`config.mk`:
```
export PLATFORM = sky130hd
export DESIGN_NAME = alu_op_scheduler_flat
export DESIGN_NICKNAME = d
export VERILOG_FILES = /design/src/rtl/alu_op_scheduler_pkg.sv /design/src/rtl/alu_op_scheduler_if.sv /design/src/rtl/alu_op_scheduler_arbiter.sv /design/src/rtl/alu_op_scheduler.sv /design/src/flat_wrapper.sv
export SDC_FILE = /design/constraint.sdc
export NUM_CORES = 1
export LEC_CHECK = 0
export BUFFER_PORTS_ARGS = -buffer_cell sky130_fd_sc_hd__buf_4
export CAP_MARGIN = 20
export CORE_ASPECT_RATIO = 1.25
export CORE_MARGIN = 3
export CORE_UTILIZATION = 30
export DETAILED_ROUTE_END_ITERATION = 10
export GPL_TIMING_DRIVEN = 1
export PLACE_DENSITY = 0.56
export SETUP_SLACK_MARGIN = 0.02
export SLEW_MARGIN = 10
export SYNTH_ARGS = -nofsm -noshare
export SYNTH_HDL_FRONTEND = slang
export SYNTH_SLANG_ARGS = --single-unit
```
`constraint.sdc`:
```
create_clock -name Clock -period 1.3 [get_ports Clock]
set_input_delay 0.065 -clock Clock [delete_from_list [all_inputs] [get_ports Clock]]
set_output_delay 0.065 -clock Clock [all_outputs]
set_load 0.05 [all_outputs]
```
`src/rtl/alu_op_scheduler_pkg.sv`:
```
`default_nettype none
// ============================================================================
//  Module      : alu_pkg
//  Description : Shared opcode, owner and FSM state definitions for the
//                ALU pass scheduler.
//  Revision    : 1.0 - initial release
// ============================================================================
package alu_pkg;

    // Opcode width seen by ALU_Control
    localparam int ALU_OP_W = 4;

    // Opcode 0 means "no ALU pass"; it still occupies one scheduling beat
    localparam logic [ALU_OP_W-1:0] ALU_NOP = 4'd0;

    // Requester identity carried with every operation
    localparam logic OWNER_PIPE = 1'b0;
    localparam logic OWNER_AUX  = 1'b1;

    // Scheduler FSM states
    typedef enum logic [0:0] {
        IDLE = 1'b0,
        RUN  = 1'b1
    } sched_state_e;

endpackage
`default_nettype wire

```
`src/rtl/alu_op_scheduler_if.sv`:
```
`default_nettype none
// ============================================================================
//  Module      : alu_op_scheduler_if
//  Description : Request/ALU bundle between the requesters (master side) and
//                the ALU pass scheduler (slave side).
//  Revision    : 1.0 - initial release
// ============================================================================
interface alu_op_scheduler_if #(
    parameter int BEAT_W = 2
);
    import alu_pkg::*;

    // Requester side
    logic                Flush;
    logic                PipeValid;
    logic                PipeReady;
    logic [ALU_OP_W-1:0] PipeOp;
    logic [BEAT_W-1:0]   PipeBeats;
    logic                AuxValid;
    logic                AuxReady;
    logic [ALU_OP_W-1:0] AuxOp;
    logic [BEAT_W-1:0]   AuxBeats;

    // ALU_Control side
    logic [ALU_OP_W-1:0] AluOp;
    logic                AluActive;
    logic                AluFirst;
    logic                AluLast;
    logic [BEAT_W-1:0]   AluBeat;
    logic                AluOwner;
    logic                ResultValid;
    logic                ResultOwner;
    logic                Busy;

    modport master (
        output Flush, PipeValid, PipeOp, PipeBeats, AuxValid, AuxOp, AuxBeats,
        input  PipeReady, AuxReady,
        input  AluOp, AluActive, AluFirst, AluLast, AluBeat, AluOwner,
        input  ResultValid, ResultOwner, Busy
    );

    modport slave (
        input  Flush, PipeValid, PipeOp, PipeBeats, AuxValid, AuxOp, AuxBeats,
        output PipeReady, AuxReady,
        output AluOp, AluActive, AluFirst, AluLast, AluBeat, AluOwner,
        output ResultValid, ResultOwner, Busy
    );

endinterface
`default_nettype wire

```
`src/rtl/alu_op_scheduler_arbiter.sv`:
```
`default_nettype none
// ============================================================================
//  Module      : alu_req_arbiter
//  Description : Pipe-priority arbiter with an Aux starvation guard. Produces
//                the combinational ready/grant and tracks how many Pipe
//                grants in a row were taken while Aux was waiting.
//  Revision    : 1.0 - initial release
// ============================================================================
module alu_req_arbiter
    import alu_pkg::*;
#(
    parameter int STARVE_LIMIT = 4
) (
    input  wire logic i_clk,
    input  wire logic i_rst_n,
    input  wire logic i_slot_open,
    input  wire logic i_flush,
    input  wire logic i_pipe_valid,
    input  wire logic i_aux_valid,
    output logic      o_pipe_ready,
    output logic      o_aux_ready,
    output logic      o_grant,
    output logic      o_grant_owner
);

    localparam logic [2:0] C_LIMIT = 3'(STARVE_LIMIT);

    logic [2:0] starve_q;
    logic [2:0] starve_d;
    logic       w_pipe_elig;
    logic       w_aux_win;
    logic       w_pipe_win;

    // Winner select, ready generation and starvation-count update
    always_comb begin
        // A flushed Pipe request is not a contender, so Aux can take the slot
        w_pipe_elig   = i_pipe_valid & ~i_flush;
        w_aux_win     = i_aux_valid & (~w_pipe_elig | (starve_q == C_LIMIT));
        w_pipe_win    = w_pipe_elig & ~w_aux_win;
        o_pipe_ready  = i_slot_open & w_pipe_win;
        o_aux_ready   = i_slot_open & w_aux_win;
        o_grant       = o_pipe_ready | o_aux_ready;
        o_grant_owner = w_aux_win ? OWNER_AUX : OWNER_PIPE;

        starve_d = starve_q;
        if (o_aux_ready) begin
            starve_d = 3'd0;
        end else if (o_pipe_ready) begin
            if (!i_aux_valid) begin
                starve_d = 3'd0;
            end else if (starve_q != C_LIMIT) begin
                starve_d = starve_q + 3'd1;
            end
        end
    end

    // Starvation counter register
    always_ff @(posedge i_clk) begin
        if (!i_rst_n) begin
            starve_q <= 3'd0;
        end else begin
            starve_q <= starve_d;
        end
    end

endmodule
`default_nettype wire

```
`src/rtl/alu_op_scheduler.sv`:
```
`default_nettype none
// ============================================================================
//  Module      : alu_op_scheduler
//  Description : Holds the ALU for 1..2^BEAT_W chained passes per operation,
//                arbitrates Pipe/Aux requests, honours pipeline flush and
//                reports per-owner completion one cycle after the last beat.
//  Revision    : 1.0 - initial release
// ============================================================================
module alu_op_scheduler
    import alu_pkg::*;
#(
    parameter int STARVE_LIMIT = 4,
    parameter int BEAT_W       = 2
) (
    input  wire logic         Clock,
    input  wire logic         Reset_n,
    alu_op_scheduler_if.slave bus
);

    sched_state_e        state_q, state_d;
    logic [ALU_OP_W-1:0] op_q, op_d;
    logic [BEAT_W-1:0]   last_idx_q, last_idx_d;
    logic                owner_q, owner_d;
    logic [BEAT_W-1:0]   beat_q, beat_d;
    logic                first_q, first_d;
    logic                last_q, last_d;
    logic                active_q, active_d;
    logic                result_valid_q, result_valid_d;
    logic                result_owner_q, result_owner_d;

    logic                w_slot_open;
    logic                w_pipe_ready;
    logic                w_aux_ready;
    logic                w_grant;
    logic                w_grant_owner;
    logic [ALU_OP_W-1:0] w_win_op;
    logic [BEAT_W-1:0]   w_win_beats;
    logic                w_ending;
    logic                w_kill;
    logic [BEAT_W-1:0]   w_beat_nxt;

    // A new operation may start when idle or on the final beat of the current one
    assign w_slot_open = Reset_n & ((state_q == IDLE) | ((state_q == RUN) & last_q));

    alu_req_arbiter #(
        .STARVE_LIMIT (STARVE_LIMIT)
    ) u_arb (
        .i_clk         (Clock),
        .i_rst_n       (Reset_n),
        .i_slot_open   (w_slot_open),
        .i_flush       (bus.Flush),
        .i_pipe_valid  (bus.PipeValid),
        .i_aux_valid   (bus.AuxValid),
        .o_pipe_ready  (w_pipe_ready),
        .o_aux_ready   (w_aux_ready),
        .o_grant       (w_grant),
        .o_grant_owner (w_grant_owner)
    );

    assign w_win_op    = (w_grant_owner == OWNER_AUX) ? bus.AuxOp    : bus.PipeOp;
    assign w_win_beats = (w_grant_owner == OWNER_AUX) ? bus.AuxBeats : bus.PipeBeats;
    assign w_ending    = (state_q == RUN) & last_q;
    assign w_kill      = (state_q == RUN) & (owner_q == OWNER_PIPE) & bus.Flush;
    assign w_beat_nxt  = beat_q + BEAT_W'(1);

    // Next-state: load a granted op, advance the beat, or drop back to idle
    always_comb begin
        state_d    = IDLE;
        op_d       = ALU_NOP;
        last_idx_d = '0;
        owner_d    = OWNER_PIPE;
        beat_d     = '0;
        first_d    = 1'b0;
        last_d     = 1'b0;
        active_d   = 1'b0;

        // A flushed Pipe op never reports completion, even on its last beat
        result_valid_d = w_ending & ~w_kill;
        result_owner_d = result_valid_d & owner_q;

        if (w_grant) begin
            state_d    = RUN;
            op_d       = w_win_op;
            owner_d    = w_grant_owner;
            first_d    = 1'b1;
            active_d   = (w_win_op != ALU_NOP);
            // NOP always takes a single beat whatever its beat count says
            last_idx_d = (w_win_op == ALU_NOP) ? '0 : w_win_beats;
            last_d     = (w_win_op == ALU_NOP) | (w_win_beats == '0);
        end else if ((state_q == RUN) && !last_q && !w_kill) begin
            state_d    = RUN;
            op_d       = op_q;
            last_idx_d = last_idx_q;
            owner_d    = owner_q;
            beat_d     = w_beat_nxt;
            first_d    = 1'b0;
            last_d     = (w_beat_nxt == last_idx_q);
            active_d   = active_q;
        end
    end

    // State and registered ALU-side outputs
    always_ff @(posedge Clock) begin
        if (!Reset_n) begin
            state_q        <= IDLE;
            op_q           <= ALU_NOP;
            last_idx_q     <= '0;
            owner_q        <= OWNER_PIPE;
            beat_q         <= '0;
            first_q        <= 1'b0;
            last_q         <= 1'b0;
            active_q       <= 1'b0;
            result_valid_q <= 1'b0;
            result_owner_q <= 1'b0;
        end else begin
            state_q        <= state_d;
            op_q           <= op_d;
            last_idx_q     <= last_idx_d;
            owner_q        <= owner_d;
            beat_q         <= beat_d;
            first_q        <= first_d;
            last_q         <= last_d;
            active_q       <= active_d;
            result_valid_q <= result_valid_d;
            result_owner_q <= result_owner_d;
        end
    end

    assign bus.PipeReady   = w_pipe_ready;
    assign bus.AuxReady    = w_aux_ready;
    assign bus.AluOp       = op_q;
    assign bus.AluActive   = active_q;
    assign bus.AluFirst    = first_q;
    assign bus.AluLast     = last_q;
    assign bus.AluBeat     = beat_q;
    assign bus.AluOwner    = owner_q;
    assign bus.ResultValid = result_valid_q;
    assign bus.ResultOwner = result_owner_q;
    assign bus.Busy        = (state_q == RUN);

endmodule
`default_nettype wire

```
`src/flat_wrapper.sv`:
```
// flat-port wrapper written by rule: the top's interface ports become plain ports
module alu_op_scheduler_flat import alu_pkg::*;
#(
    parameter int STARVE_LIMIT = 4,
    parameter int BEAT_W       = 2
)
  (Clock, Reset_n, bus_Flush, bus_PipeValid, bus_PipeOp, bus_PipeBeats, bus_AuxValid, bus_AuxOp, bus_AuxBeats, bus_PipeReady, bus_AuxReady, bus_AluOp, bus_AluActive, bus_AluFirst, bus_AluLast, bus_AluBeat, bus_AluOwner, bus_ResultValid, bus_ResultOwner, bus_Busy);
  alu_op_scheduler_if #(.BEAT_W(BEAT_W)) bus_i ();
  input  wire logic Clock;
  input  wire logic Reset_n;
  input wire logic [$bits(bus_i.Flush)-1:0] bus_Flush;
  input wire logic [$bits(bus_i.PipeValid)-1:0] bus_PipeValid;
  input wire logic [$bits(bus_i.PipeOp)-1:0] bus_PipeOp;
  input wire logic [$bits(bus_i.PipeBeats)-1:0] bus_PipeBeats;
  input wire logic [$bits(bus_i.AuxValid)-1:0] bus_AuxValid;
  input wire logic [$bits(bus_i.AuxOp)-1:0] bus_AuxOp;
  input wire logic [$bits(bus_i.AuxBeats)-1:0] bus_AuxBeats;
  output wire logic [$bits(bus_i.PipeReady)-1:0] bus_PipeReady;
  output wire logic [$bits(bus_i.AuxReady)-1:0] bus_AuxReady;
  output wire logic [$bits(bus_i.AluOp)-1:0] bus_AluOp;
  output wire logic [$bits(bus_i.AluActive)-1:0] bus_AluActive;
  output wire logic [$bits(bus_i.AluFirst)-1:0] bus_AluFirst;
  output wire logic [$bits(bus_i.AluLast)-1:0] bus_AluLast;
  output wire logic [$bits(bus_i.AluBeat)-1:0] bus_AluBeat;
  output wire logic [$bits(bus_i.AluOwner)-1:0] bus_AluOwner;
  output wire logic [$bits(bus_i.ResultValid)-1:0] bus_ResultValid;
  output wire logic [$bits(bus_i.ResultOwner)-1:0] bus_ResultOwner;
  output wire logic [$bits(bus_i.Busy)-1:0] bus_Busy;
  assign bus_i.Flush = bus_Flush;
  assign bus_i.PipeValid = bus_PipeValid;
  assign bus_i.PipeOp = bus_PipeOp;
  assign bus_i.PipeBeats = bus_PipeBeats;
  assign bus_i.AuxValid = bus_AuxValid;
  assign bus_i.AuxOp = bus_AuxOp;
  assign bus_i.AuxBeats = bus_AuxBeats;
  assign bus_PipeReady = bus_i.PipeReady;
  assign bus_AuxReady = bus_i.AuxReady;
  assign bus_AluOp = bus_i.AluOp;
  assign bus_AluActive = bus_i.AluActive;
  assign bus_AluFirst = bus_i.AluFirst;
  assign bus_AluLast = bus_i.AluLast;
  assign bus_AluBeat = bus_i.AluBeat;
  assign bus_AluOwner = bus_i.AluOwner;
  assign bus_ResultValid = bus_i.ResultValid;
  assign bus_ResultOwner = bus_i.ResultOwner;
  assign bus_Busy = bus_i.Busy;
  alu_op_scheduler #(.STARVE_LIMIT(STARVE_LIMIT), .BEAT_W(BEAT_W)) u_core (.Clock(Clock), .Reset_n(Reset_n), .bus(bus_i));
endmodule
```
Word-level counts from Yosys, hierarchy flattened
Index checks and enable logic that the tools add are counted.

Bitwise operators: 23. Multiplexer cells: 18. Add/sub/neg operators: 2. Reductions and logical operators: 10. Equal/unequal tests: 5.

Operators by type and width (number): 4-bit 2-to-1 mux (3); 1-bit bitwise AND (11); 1-bit 2-to-1 mux (9); 2-bit 2-to-1 mux (4); 1-bit NOT (8); 3-bit 2-to-1 mux (2); 4-bit logical NOT (1); 1-bit OR (4); 4-bit nonzero test (1); 3-bit by 1-bit adder with 3-bit output, second input constant (1); 3-bit equality test, second input constant (1); 3-bit != test, second input constant (1); 3-bit OR reduction (1); 2-bit by 1-bit adder with 2-bit output, second input constant (1); 2-bit equality test (1); 1-bit logical AND (2); 1-bit logical NOT (2); 2-bit logical NOT (1); 2-bit by 1-bit != test with 1-bit output, second input constant (1); 2-bit != test, second input constant (1); 2-bit AND reduction (1); 2-bit OR reduction (1).

Output and inout bits: 15. Bits of input ports: 17. Logic and storage cells: 69. Register bits after elaboration: 18.

Logic depth before layout (Yosys ltp)
Gate-level depths: netlist of run 1.

Depth after elaboration: 10. Mapped depth: 7. Depth with buffers taken out: 6.

Hierarchy
From an unflattened synthesis of run 1, not the netlist that was laid out.

Cell total of the unflattened synthesis: 98. Area, all modules: 895.9 um2.

Modules (own cells, without submodules): alu_op_scheduler (seq. area each 300.3 um2, area each 628.1 um2, cells each 68, times used 1); alu_req_arbiter (seq. area each 60.1 um2, area each 267.8 um2, cells each 30, times used 1).

Least setup slack after synthesis of run 1
Ideal clock, no wire load.

Kind: register -> register. Start: register u_core.state_q, in the netlist u_core.bus.Busy. End: register u_core.last_idx_q[0]. Setup time: 0.122 ns. Buffers on the path: 1. Data required time: 1.178 ns. Clock period less this slack: 1.776 ns. Arrival time: 1.654 ns. Cell stages (with the launch flop): 6. Slack: -0.476 ns. Cells stage by stage: dfxtp_1 -> nand2b_1 -> and4_1 -> buf_2 -> and3_1 -> a221o_1.

Longest elaborated chain between the ends: 6. Elaborated cells on any way between the ends: 14. Classes of those cells: 1 x eq/ne; 1 x mux; 9 x bitwise; 3 x reduce/logical.

RTL lines: from (decl) (line alu_op_scheduler.sv:20) `sched_state_e state_q, state_d;`; from (signal assigned) (line alu_op_scheduler.sv:116) `state_q <= state_d;`; 1-bit bitwise AND or 1-bit NOT (tied branches) (line alu_op_scheduler.sv:43) `assign w_slot_open = Reset_n & ((state_q == IDLE) | ((state_q == RUN) & last_q));`; 1-bit OR (*) (line alu_op_scheduler.sv:43); 1-bit bitwise AND (*) (line alu_op_scheduler.sv:43); 1-bit bitwise AND (*) (line alu_op_scheduler_arbiter.sv:40) `o_pipe_ready = i_slot_open & w_pipe_win;`; named net bus_PipeReady (line flat_wrapper.sv:18) `output wire logic [$bits(bus_i.PipeReady)-1:0] bus_PipeReady;`; 1-bit OR (*) (line alu_op_scheduler_arbiter.sv:42) `o_grant = o_pipe_ready | o_aux_ready;`; 2-bit != test (no line) or 2-bit 2-to-1 mux (tied branches); to (signal assigned) (line alu_op_scheduler.sv:118) `last_idx_q <= last_idx_d;`; to (decl) (line alu_op_scheduler.sv:22) `logic [BEAT_W-1:0] last_idx_q, last_idx_d;`.

The timed path passes the listed nets; every way through them passes the cells marked *. A chain may end at the register's enable or synchronous reset.

Worst setup path in the final report of run 1
Start: register u_core.u_arb.starve_q[1]. End: output port bus_AuxReady.

Longest elaborated chain between the ends: 4.

RTL lines: from (decl) (line alu_op_scheduler_arbiter.sv:28) `logic [2:0] starve_q;`; from (signal assigned) (line alu_op_scheduler_arbiter.sv:62) `starve_q <= starve_d;`; 3-bit equality test (line alu_op_scheduler_arbiter.sv:38) `w_aux_win = i_aux_valid & (~w_pipe_elig | (starve_q == C_LIMIT));`; 1-bit OR (line alu_op_scheduler_arbiter.sv:38); 1-bit bitwise AND (line alu_op_scheduler_arbiter.sv:38); 1-bit bitwise AND (line alu_op_scheduler_arbiter.sv:41) `o_aux_ready = i_slot_open & w_aux_win;`; to (decl) (line flat_wrapper.sv:19) `output wire logic [$bits(bus_i.AuxReady)-1:0] bus_AuxReady;`.

Every way passes these cells.

==> flow_metrics.tcl, run 1 <==
set metrics [dict create \
    synth-seq-cells 18 \
    setup_viol 13 \
    status "complete, but fails checks" \
    gr-total-overflow 0 \
    hp-class "input pin to flop" \
    pwr-share-clk_pct 22.4 \
    cts.path.max_buffers 2 \
    synth.cell_area_um2 807 \
    htreeDepth 1 \
    initial_utilization_pct 32.3 \
    cts_buffers 3 \
    fin_area_um2 1290 \
    io_pins 32 \
    yosysUniqueCellTypes 27 \
    vias_per_cell 4.70 \
    cp_top_family "flip-flops" \
    nFillCells 245 \
    fmax_mhz 670 \
    dpl.hpwl_um 1670 \
    cp-start-kind "flop" \
    arrival_ns 1.43 \
    area_delta_synth_final_pct 60.5 \
    drt_iter0_markers 12 \
    sequentialPowerShare_pct 48.0 \
    clk_latency_ns 0.29 \
    synthCells 89 \
    clock_sinks 18 \
    p_int_uw 859 \
    crit_chain "inv_2, ha_4, nand2_2, a21bo_4, buf_6, nor2_4, buf_6" \
    cts_root_buf "clkbuf_4" \
    max_slew_margin_pct 50.0 \
    cp.buffers_inverters 3 \
    rr_endpoint "u_core.u_arb.starve_q[1]$_SDFFE_PP0P_" \
    cap_violations 0 \
    power_per_cell_area_nw_per_um2 980 \
    leakage_nw 0.578 \
    ff2ff_path_depth 8 \
    r2r_slack_ns -0.18 \
    grt_pass1_wl_um 3510 \
    fp.dieH_um 64.0 \
    r2r_start "u_core.u_arb.starve_q[1]$_SDFFE_PP0P_" \
    num_antenna_cells 0 \
    antenna_found_initial 0 \
    register_area_um2 373 \
    cp_common_cell "buf_6" \
    grt_pass1_vias 782 \
    cts_tree "yes" \
    crit_fanout 2 \
    port_buffers 31 \
    rsz0062_at_grt "true" \
    p_comb_share_pct 29.7 \
    hold_slack_ns 0.0132 \
    hold_depth 2 \
    coreArea_um2 2500 \
    synth_seq_area_share_pct 44.7 \
    tns_ns -1.06 \
    clock_skew_ns 0.00114 \
    synth_fp_nets 108 \
    grt_use_total_pct 13.9 \
    postPlaceCellArea_um2 1190 \
    drc 0 \
    power.switching_uw 411 \
    detail-route-antenna-nets 0 \
    num_rows 20 \
    crit_required_ns 1.24 \
    place.gp.congestion 0.672 \
    crit_type "flop to primary output" \
    swShare_pct 32.3 \
    grt_max_degree 11 \
    cp_slowest_stage_delay_ns 0.34 \
    vias 789 \
    nNetsFinal 155 \
    crit_slowest_cell "dfxtp_2" \
    finalWorstSetupSlack_ns -0.192 \
    wl_per_cell_um 12.7 \
    die_w_um 52.4 \
    violations "negative setup slack" \
    fin_crit_sh_pct 115 \
    routed_wl_um 2130 \
    dr.pass1.iters 4 \
    die_area_um2 3350 \
    hold_start "bus_AuxBeats[0]" \
    drv_slew 0 \
    multi_input_area_um2 488 \
    finalHoldViolCount 0 \
    syn_area_per_cell_um2 9.07 \
    fin_crit_ns 1.49 \
    peakVddDrop_v 0.000765 \
    ys_warn_count 0 \
    holdPathEnd "u_core.last_idx_q[0]$_SDFFE_PN0P_" \
    cts.clk_slew.worst_paths_ns 0.10 \
    drive_gt1_share_pct 51.1 \
    endpoint_kind "primary output" \
    worstMarginPinSlew_ns 0.746 \
]
## routing by layer
layer,GRT usage (%),routed length [um],vias up
li1,-,-,406
met1,16.1,827,356
met2,23.6,1120,25
met3,4.66,168,2
met4,3.83,15,0
met5,0,0,-
## how the worst max path moves through the flow
stage / startpoint / endpoint / cells past startpoint
final: u_core.u_arb.starve_q[1]$_SDFFE_PP0P_ / bus_AuxReady / 7
after global routing: u_core.u_arb.starve_q[1]$_SDFFE_PP0P_ / bus_AuxReady / 7
after CTS: u_core.u_arb.starve_q[0]$_SDFFE_PP0P_ / bus_AuxReady / 7
after detailed placement: u_core.u_arb.starve_q[1]$_SDFFE_PP0P_ / u_core.last_idx_q[0]$_SDFFE_PN0P_ / 6
after global placement: u_core.u_arb.starve_q[1]$_SDFFE_PP0P_ / u_core.u_arb.starve_q[1]$_SDFFE_PP0P_ / 7
after floorplan: u_core.bus.AluLast$_SDFF_PN0_ / u_core.last_idx_q[0]$_SDFFE_PN0P_ / 5
## power by group through the flow
| stage | Clock [mW] | Sequential [mW] | Combinational [mW] |
|---|---|---|---|
| 2_1_floorplan | 0 | 0.711 | 0.118 |
| 6_report | 0.284 | 0.609 | 0.377 |
| 5_1_grt | 0.321 | 0.613 | 0.404 |
| 4_1_cts | 0.300 | 0.609 | 0.373 |
| 3_3_place_gp | 0 | 0.620 | 0.347 |
| 3_5_place_dp | 0 | 0.620 | 0.350 |
## synthesized netlist by cell type
library cell,instances,share of area (%)
a21bo_2,1,1.2
a21oi_1,2,1.2
a221o_1,2,2.5
a22oi_1,1,0.93
and3_1,3,2.3
and4_1,1,1.1
buf_2,1,0.62
buf_4,1,0.93
dfxtp_1,18,45
ha_1,2,3.1
inv_1,4,1.9
mux2i_1,6,7.4
nand2_1,9,4.2
nand2b_1,3,2.3
nand3_1,3,1.9
nor2_1,7,3.3
nor2b_1,3,2.3
nor3_1,1,0.62
nor3b_1,2,1.9
nor4_1,1,0.78
o211ai_1,1,0.93
o21ai_0,9,5.6
o22ai_1,2,1.6
or3_1,1,0.78
or4_4,2,2.8
xnor2_1,2,2.2
xor2_1,1,1.1
## worst reg2reg max path: stages, from the launching register on
cell and delay, ns:
dfxtp_2 0.34, inv_2 0.06, ha_4 0.13, nand2_2 0.05, a21bo_4 0.21, buf_4 0.18
buf_4 0.15, o21ai_0 0.18, a21oi_1 0.06
## through the flow
stage / total power, mW / utilization (%) / std cells / setup WS (ns)
after floorplan: 0.830 / - / 89 / -0.106
after global placement: 0.966 / 47.4 / 161 / -0.101
after detailed placement: 0.971 / 47.4 / 161 / -0.132
after CTS: 1.28 / 51.3 / 168 / -0.214
after global routing: 1.34 / 51.7 / 168 / -0.250
final: 1.27 / 51.7 / 168 / -0.192
## area by class of cell
| class | count | share of cell area, % |
|---|---|---|
| clock buffers | 3 | 1.74 |
| multi-input cells | 65 | 37.7 |
| well taps | 33 | 3.19 |
| clock inverters | 1 | 0.290 |
| inverters | 4 | 1.16 |
| flip-flops and latches | 18 | 28.8 |
| repair buffers | 44 | 27.1 |
## logic make-up after synthesis
logic type / after synthesis / synth area share, %
xor+xnor: 3 / 3.26
fa+ha+maj: 2 / 3.10
simple gates: 36 / 24.2
buf+inv: 6 / 3.41
mux: 6 / 7.44
compound gates: 18 / 14.0
flops: 18 / 44.7
## cell usage in the layout (no fill, tap or decap), drive strengths merged
master       count
nor3b            2
clkinv           1
mux2i            6
nor2b            3
o211ai           1
o22ai            2
nor3             1
xnor2            2
a21bo            1
nor4             1
a22oi            1
ha               2
dlygate4sd3      1
a21oi            2
dfxtp           18
a221o            2
nor2             7
clkbuf           3
o21ai            9
inv              4
and4             1
nand2b           3
nand3            3
xor2             1
and3             3
or3              1
or4              2
nand2            9
buf             43
## flip-flops by register name, indices dropped and copies added (netlist names)
signal	cells
u_core.bus.AluLast	1
u_core.u_arb.starve_q	3
u_core.bus.AluBeat	2
u_core.bus.Busy	1
u_core.bus.AluOp	4
u_core.bus.AluFirst	1
u_core.last_idx_q	2
u_core.bus.ResultOwner	1
u_core.bus.AluActive	1
u_core.bus.ResultValid	1
u_core.bus.AluOwner	1
## repair_timing
item | CTS | global route
gates resized for setup | 15 | 4
hold buffers | 1 | 0
endpoints found under the hold margin | 1 | 0
setup endpoints to repair | 14 | 14
buffers inserted | 2 | 0
pin swaps | 3 | 2
Power figures use the tool's default switching activity.
==> run 2: changes to the inputs <==
Settings changed: ABC_AREA from default to 1, CAP_MARGIN 20 to default, CORE_MARGIN 3 to default, PLACE_DENSITY 0.56 to 0.55.
==> flow_metrics.tcl, run 2 <==
set metrics [dict create \
    power.switching_uw 538 \
    hp-class "input pin to flop" \
    coreArea_um2 2710 \
    endpoint_kind "primary output" \
    finalHoldViolCount 0 \
    holdPathEnd "u_core.u_arb.starve_q[1]$_SDFFE_PP0P_" \
    dp_slack_ns -0.0977 \
    synth_top_cell_area_share_pct 41.7 \
    muxShareOfSynthArea_pct 0 \
    crit_type "flop to primary output" \
    cap_violations 0 \
    grt_pass1_vias 754 \
    synth_flop_cell "dfxtp_1" \
    hold_depth 3 \
    rsz0062_at_grt "true" \
    gr-total-overflow 0 \
    synth_compound_area_share_pct 9.99 \
    ys_warn_count 0 \
    nFillCells 249 \
    cts.path.max_buffers 2 \
    status "complete, but fails checks" \
    drive_gt1_share_pct 49.7 \
    worstMarginPinSlew_ns 0.247 \
    yosysTopAreaCell "dfxtp_1" \
    num_antenna_cells 0 \
    die_area_um2 3100 \
    fin_util_pct 51.8 \
    crit_required_ns 1.24 \
    cts_root_buf "clkbuf_4" \
    fin_crit_sh_pct 111 \
    port_buffers 31 \
    fp.dieH_um 62.0 \
    yosysUniqueCellTypes 21 \
    detail-route-antenna-nets 0 \
    sequentialPowerShare_pct 41.6 \
    tns_ns -1.23 \
    finalWorstSetupSlack_ns -0.145 \
    leakage_nw 0.663 \
    peakVddDrop_v 0.000455 \
    yosys-top-cells-area "dfxtp_1, nand2_1, nand3_1" \
    syn_area_per_cell_um2 8.23 \
    hold_slack_ns 0.0610 \
    wl_per_cell_um 10.6 \
    largest_register_ffs 4 \
    clock_skew_ns 0.00353 \
    violations "negative setup slack" \
    drc 0 \
    routed_wl_um 2010 \
    power.total_mw 1.54 \
    fin_crit_ns 1.44 \
    pwr-share-clk_pct 22.5 \
    most-common-layout-cells "buf_4, nand2_1, dfxtp_1, nand3_1, nand2_2" \
    synth-edff-count 0 \
    synthXorXnorAreaFrac_pct 3.04 \
    max_slew_margin_pct 83.4 \
    synth-seq-cells 18 \
    synth.top_cells.by_count "nand2_1, dfxtp_1, nand3_1" \
    synth_fa_ha_area_share_pct 2.89 \
    ff2ff_path_depth 11 \
    cp-start-kind "flop" \
    dp_cells 173 \
    io_pins 32 \
    drv_slew 0 \
    r2r_slack_ns -0.14 \
    cts.clk_slew.worst_paths_ns 0.10 \
    area_delta_synth_final_pct 62.2 \
    synth_seq_area_share_pct 41.7 \
    rr_endpoint "u_core.last_idx_q[1]$_SDFFE_PN0P_" \
    postPlaceCellArea_um2 1180 \
    synthCells 105 \
    crit_fanout 5 \
    fin_area_um2 1400 \
    vias 880 \
    drt_iter0_markers 12 \
    p_comb_share_pct 35.9 \
    hold_start "Reset_n" \
    grt_pass1_wl_um 3030 \
    place.gp.congestion 0.696 \
    num_rows 21 \
    p_int_uw 998 \
    antenna_found_initial 0 \
    dpl.hpwl_um 1470 \
    synth.cell_area_um2 865 \
    die_w_um 50.0 \
    synthSimpleGateAreaFrac_pct 37.2 \
    grt_use_total_pct 13.3 \
    cts_tree "yes" \
    nNetsFinal 175 \
    cts_buffers 3 \
    clk_latency_ns 0.29 \
    grt_max_degree 11 \
    stdcell_count 189 \
    vias_per_cell 4.66 \
    swShare_pct 35.0 \
    htreeDepth 1 \
    power_per_cell_area_nw_per_um2 1100 \
    synthArstFlopShare_pct 0 \
    initial_utilization_pct 31.9 \
    fmax_mhz 692 \
    dr.pass1.iters 4 \
    layout_commonest_cell "buf_4" \
    synth_fp_nets 124 \
    synth.most_common_cell "nand2_1" \
    r2r_start "u_core.u_arb.starve_q[1]$_SDFFE_PP0P_" \
    setup_viol 13 \
    clock_sinks 18 \
    arrival_ns 1.38 \
    synth_top_family_by_area "simple AND/OR/NAND/NOR gates" \
]
[run 2: cell types whose count changed after synthesis, moves of 4 or more]
cell,change
inv_1,+5
a22o_1,+4
nand3_1,+7
mux2i_1,-6
nand2_2,+7
nand2_1,+16
o21ai_0,-6
[run 2: worst max-delay path by stage]
stage,slack [ns],endpoint,cells past startpoint,from
global placement,-0.06,u_core.bus.AluLast$_SDFF_PN0_,11,u_core.u_arb.starve_q[0]$_SDFFE_PP0P_
finish,-0.14,bus_AuxReady,7,u_core.u_arb.starve_q[1]$_SDFFE_PP0P_
floorplan,0.03,u_core.last_idx_q[0]$_SDFFE_PN0P_,10,u_core.u_arb.starve_q[0]$_SDFFE_PP0P_
detailed placement,-0.1,u_core.bus.AluLast$_SDFF_PN0_,11,u_core.u_arb.starve_q[0]$_SDFFE_PP0P_
CTS,-0.13,bus_AuxReady,7,u_core.u_arb.starve_q[1]$_SDFFE_PP0P_
global route,-0.24,u_core.bus.AluLast$_SDFF_PN0_,12,u_core.u_arb.starve_q[1]$_SDFFE_PP0P_
[run 2: layout make-up]
cell class | instances | area, um^2 | share of cell area, %
clock buffers | 4 | 36.3 | 2.59
repair buffers | 45 | 389 | 27.7
inverters | 12 | 56.3 | 4.01
well taps | 34 | 42.5 | 3.03
multi-input cells | 76 | 509 | 36.3
flip-flops and latches | 18 | 369 | 26.3
[run 2: cell families (layout without fill, tap and decap cells)]
family,count (synthesis),count (layout)
adders and majority gates,2,2
AOI/OAI and AO/OA,13,13
buffers and inverters,12,61
DFF,18,18
and+or+nand+nor,57,58
xor gates and xnor gates,3,3
[run 2: worst max-delay path, stage by stage, from the launching register on]
cell        delay (ns)
dfxtp_2           0.35
inv_2             0.05
ha_4              0.16
nand3_4           0.14
nand2_8           0.08
nand2_8           0.07
clkinvlp_4        0.08
buf_8             0.15
[run 2: power groups by stage]
stage / Clock (mW) / Sequential (mW) / Combinational [mW]
after detailed placement: 0 / 0.650 / 0.475
after floorplan: 0 / 0.780 / 0.188
after CTS: 0.360 / 0.638 / 0.518
after global routing: 0.380 / 0.645 / 0.598
final: 0.346 / 0.639 / 0.552
after global placement: 0 / 0.649 / 0.473
[run 2: layer usage]
layer  vias up  wire length, um  GRT usage (%)
met5         -                0              0
met4         0               55           10.6
met3         6               89           1.95
met2        29             1040           22.1
met1       399              824           15.4
li1        446                -              -
[run 2: repair_timing]
| item | in CTS | in global routing |
|---|---|---|
| endpoints found under the hold margin | 1 | 0 |
| cloned | 0 | 1 |
| pin swaps | 3 | 10 |
| endpoints found under the setup margin | 14 | 14 |
| setup buffers | 6 | 4 |
| hold buffers | 1 | 0 |
| resized for setup | 14 | 10 |
==> run 3: changes to the inputs <==
Settings changed: ABC_AREA 1 to default, PLACE_DENSITY 0.55 to 0.56.
==> flow_metrics.tcl, run 3 (synthesized netlist as in run 1, its figures left out) <==
set metrics [dict create \
    status "complete, but fails checks" \
    violations "negative setup slack" \
    drv_slew 0 \
    max_slew_margin_pct 51.8 \
    fp.dieH_um 60.0 \
    die_w_um 48.4 \
    clock_skew_ns 0.00237 \
    cp_top_family "flip-flops" \
    cts.path.max_buffers 2 \
    dpl.hpwl_um 1550 \
    most-common-layout-cells "buf_4, dfxtp_1, nand2_1, o21ai_0" \
    nNetsFinal 155 \
    largest_register_ffs 4 \
    cp_common_cell "buf_6" \
    antenna_found_initial 0 \
    setup_viol 14 \
    clk_latency_ns 0.29 \
    grt_pass1_vias 812 \
    endpoint_kind "primary output" \
    peakVddDrop_v 0.000552 \
    layout_commonest_cell "buf_4" \
    grt_use_total_pct 15.9 \
    dp_slack_ns -0.131 \
    cp.buffers_inverters 3 \
    fin_util_pct 51.6 \
    initial_utilization_pct 32.3 \
    cts_buffers 3 \
    routed_wl_um 2090 \
    crit_required_ns 1.24 \
    cts_root_buf "clkbuf_4" \
    hold_depth 2 \
    rsz0062_at_grt "true" \
    fmax_mhz 663 \
    cts_tree "yes" \
    crit_fanout 2 \
    power_per_cell_area_nw_per_um2 1030 \
    postPlaceCellArea_um2 1190 \
    wl_per_cell_um 12.4 \
    dr.pass1.iters 4 \
    num_rows 20 \
    rr_endpoint "u_core.last_idx_q[0]$_SDFFE_PN0P_" \
    drive_gt1_share_pct 49.6 \
    fin_crit_sh_pct 116 \
    holdPathEnd "u_core.last_idx_q[0]$_SDFFE_PN0P_" \
    grt_pass1_wl_um 3530 \
    die_area_um2 2900 \
    fin_crit_ns 1.51 \
    drt_iter0_markers 17 \
    drc 0 \
    area_delta_synth_final_pct 60.0 \
    gr-total-overflow 0 \
    detail-route-antenna-nets 0 \
    arrival_ns 1.44 \
    num_antenna_cells 0 \
    finalWorstSetupSlack_ns -0.208 \
    place.gp.congestion 0.724 \
    finalHoldViolCount 0 \
    vias_per_cell 4.86 \
    r2r_start "u_core.u_arb.starve_q[0]$_SDFFE_PP0P_" \
    cts.clk_slew.worst_paths_ns 0.11 \
    leakage_nw 0.584 \
    worstMarginPinSlew_ns 0.719 \
    coreArea_um2 2500 \
    power.total_mw 1.33 \
    cp_slowest_stage_delay_ns 0.34 \
    hp-class "input pin to flop" \
    htreeDepth 1 \
    r2r_slack_ns -0.17 \
    ff2ff_path_depth 7 \
    crit_chain "inv_2, ha_4, nand2_2, a21bo_4, buf_6, nor2_4, buf_6" \
    cap_violations 0 \
    nFillCells 250 \
    grt_max_degree 11 \
    fin_area_um2 1290 \
    cp-start-kind "flop" \
    vias 817 \
    crit_slowest_cell "dfxtp_2" \
    io_pins 32 \
    tns_ns -1.37 \
    port_buffers 31 \
    clock_sinks 18 \
    crit_type "flop to primary output" \
    hold_start "bus_AuxBeats[0]" \
]
-- run 3: cell count changes in the layout (fill, tap and decap cells not counted), sizes merged, moves of 4 or more --
cell / previous run / this run
a22o: 4 / 0
inv: 11 / 4
mux2i: 0 / 6
nand2: 36 / 9
nand3: 12 / 3
o21ai: 3 / 9
-- run 3: metal layers --
| layer | global-route usage [%] | part of all wire, % | routed length (um) | up-vias |
|---|---|---|---|---|
| met1 | 17.4 | 41 | 854 | 376 |
| met3 | 3.05 | 6.1 | 127 | 2 |
| li1 | - | - | - | 410 |
| met5 | 0 | 0 | 0 | - |
| met2 | 29.8 | 52 | 1080 | 29 |
| met4 | 7.98 | 0.96 | 20 | 0 |
-- run 3: timing repair --
action / CTS / global route
hold buffers: 1 / 0
setup endpoints to repair: 13 / 14
hold endpoints to repair: 1 / 0
gates resized for setup: 13 / 3
buffers inserted: 2 / 0
pin swaps: 3 / 0
-- run 3: layout make-up --
class | instances | area, um^2 | area share (%)
clock buffers | 4 | 36.3 | 2.81
inverters | 4 | 15.0 | 1.16
multi-input cells | 65 | 478 | 37.0
flip-flops and latches | 18 | 373 | 28.9
well taps | 33 | 41.3 | 3.20
repair buffers | 44 | 348 | 26.9
-- run 3: worst max path at each step --
stage / start / to / slack (ns) / depth (start not counted)
final: u_core.u_arb.starve_q[0]$_SDFFE_PP0P_ / bus_AuxReady / -0.21 / 7
after CTS: u_core.u_arb.starve_q[0]$_SDFFE_PP0P_ / bus_AuxReady / -0.21 / 7
after floorplan: u_core.bus.AluLast$_SDFF_PN0_ / u_core.last_idx_q[0]$_SDFFE_PN0P_ / -0.11 / 5
after detailed placement: bus_PipeValid / u_core.bus.AluOp[0]$_SDFFE_PN0P_ / -0.13 / 5
after global routing: u_core.u_arb.starve_q[0]$_SDFFE_PP0P_ / bus_AuxReady / -0.26 / 7
after global placement: bus_PipeValid / u_core.bus.AluOp[3]$_SDFFE_PN0P_ / -0.11 / 5
-- run 3: worst reg2reg max path, delay by kind of cell (launching register included) --
kind                       cells  cell delay, ns
AOI/OAI and AO/OA              2            0.41
and+or+nand+nor                2            0.30
DFF                            1            0.34
adders and majority gates      1            0.13
buffers and inverters          2            0.24
-- run 3: power breakdown --
part / leakage, nW / switching [mW] / internal (mW)
Clock: 0.0210 / 0.177 / 0.171
Sequential: 0.150 / 0.0222 / 0.585
Combinational: 0.413 / 0.213 / 0.159
Total: 0.584 / 0.412 / 0.915
-- run 3: through the flow --
stage          cells  hold slack, ns
6_report         168          0.0110
2_1_floorplan     89           0.203
3_5_place_dp     161           0.301
5_1_grt          168          0.0127
3_3_place_gp     161           0.304
4_1_cts          168         0.00879
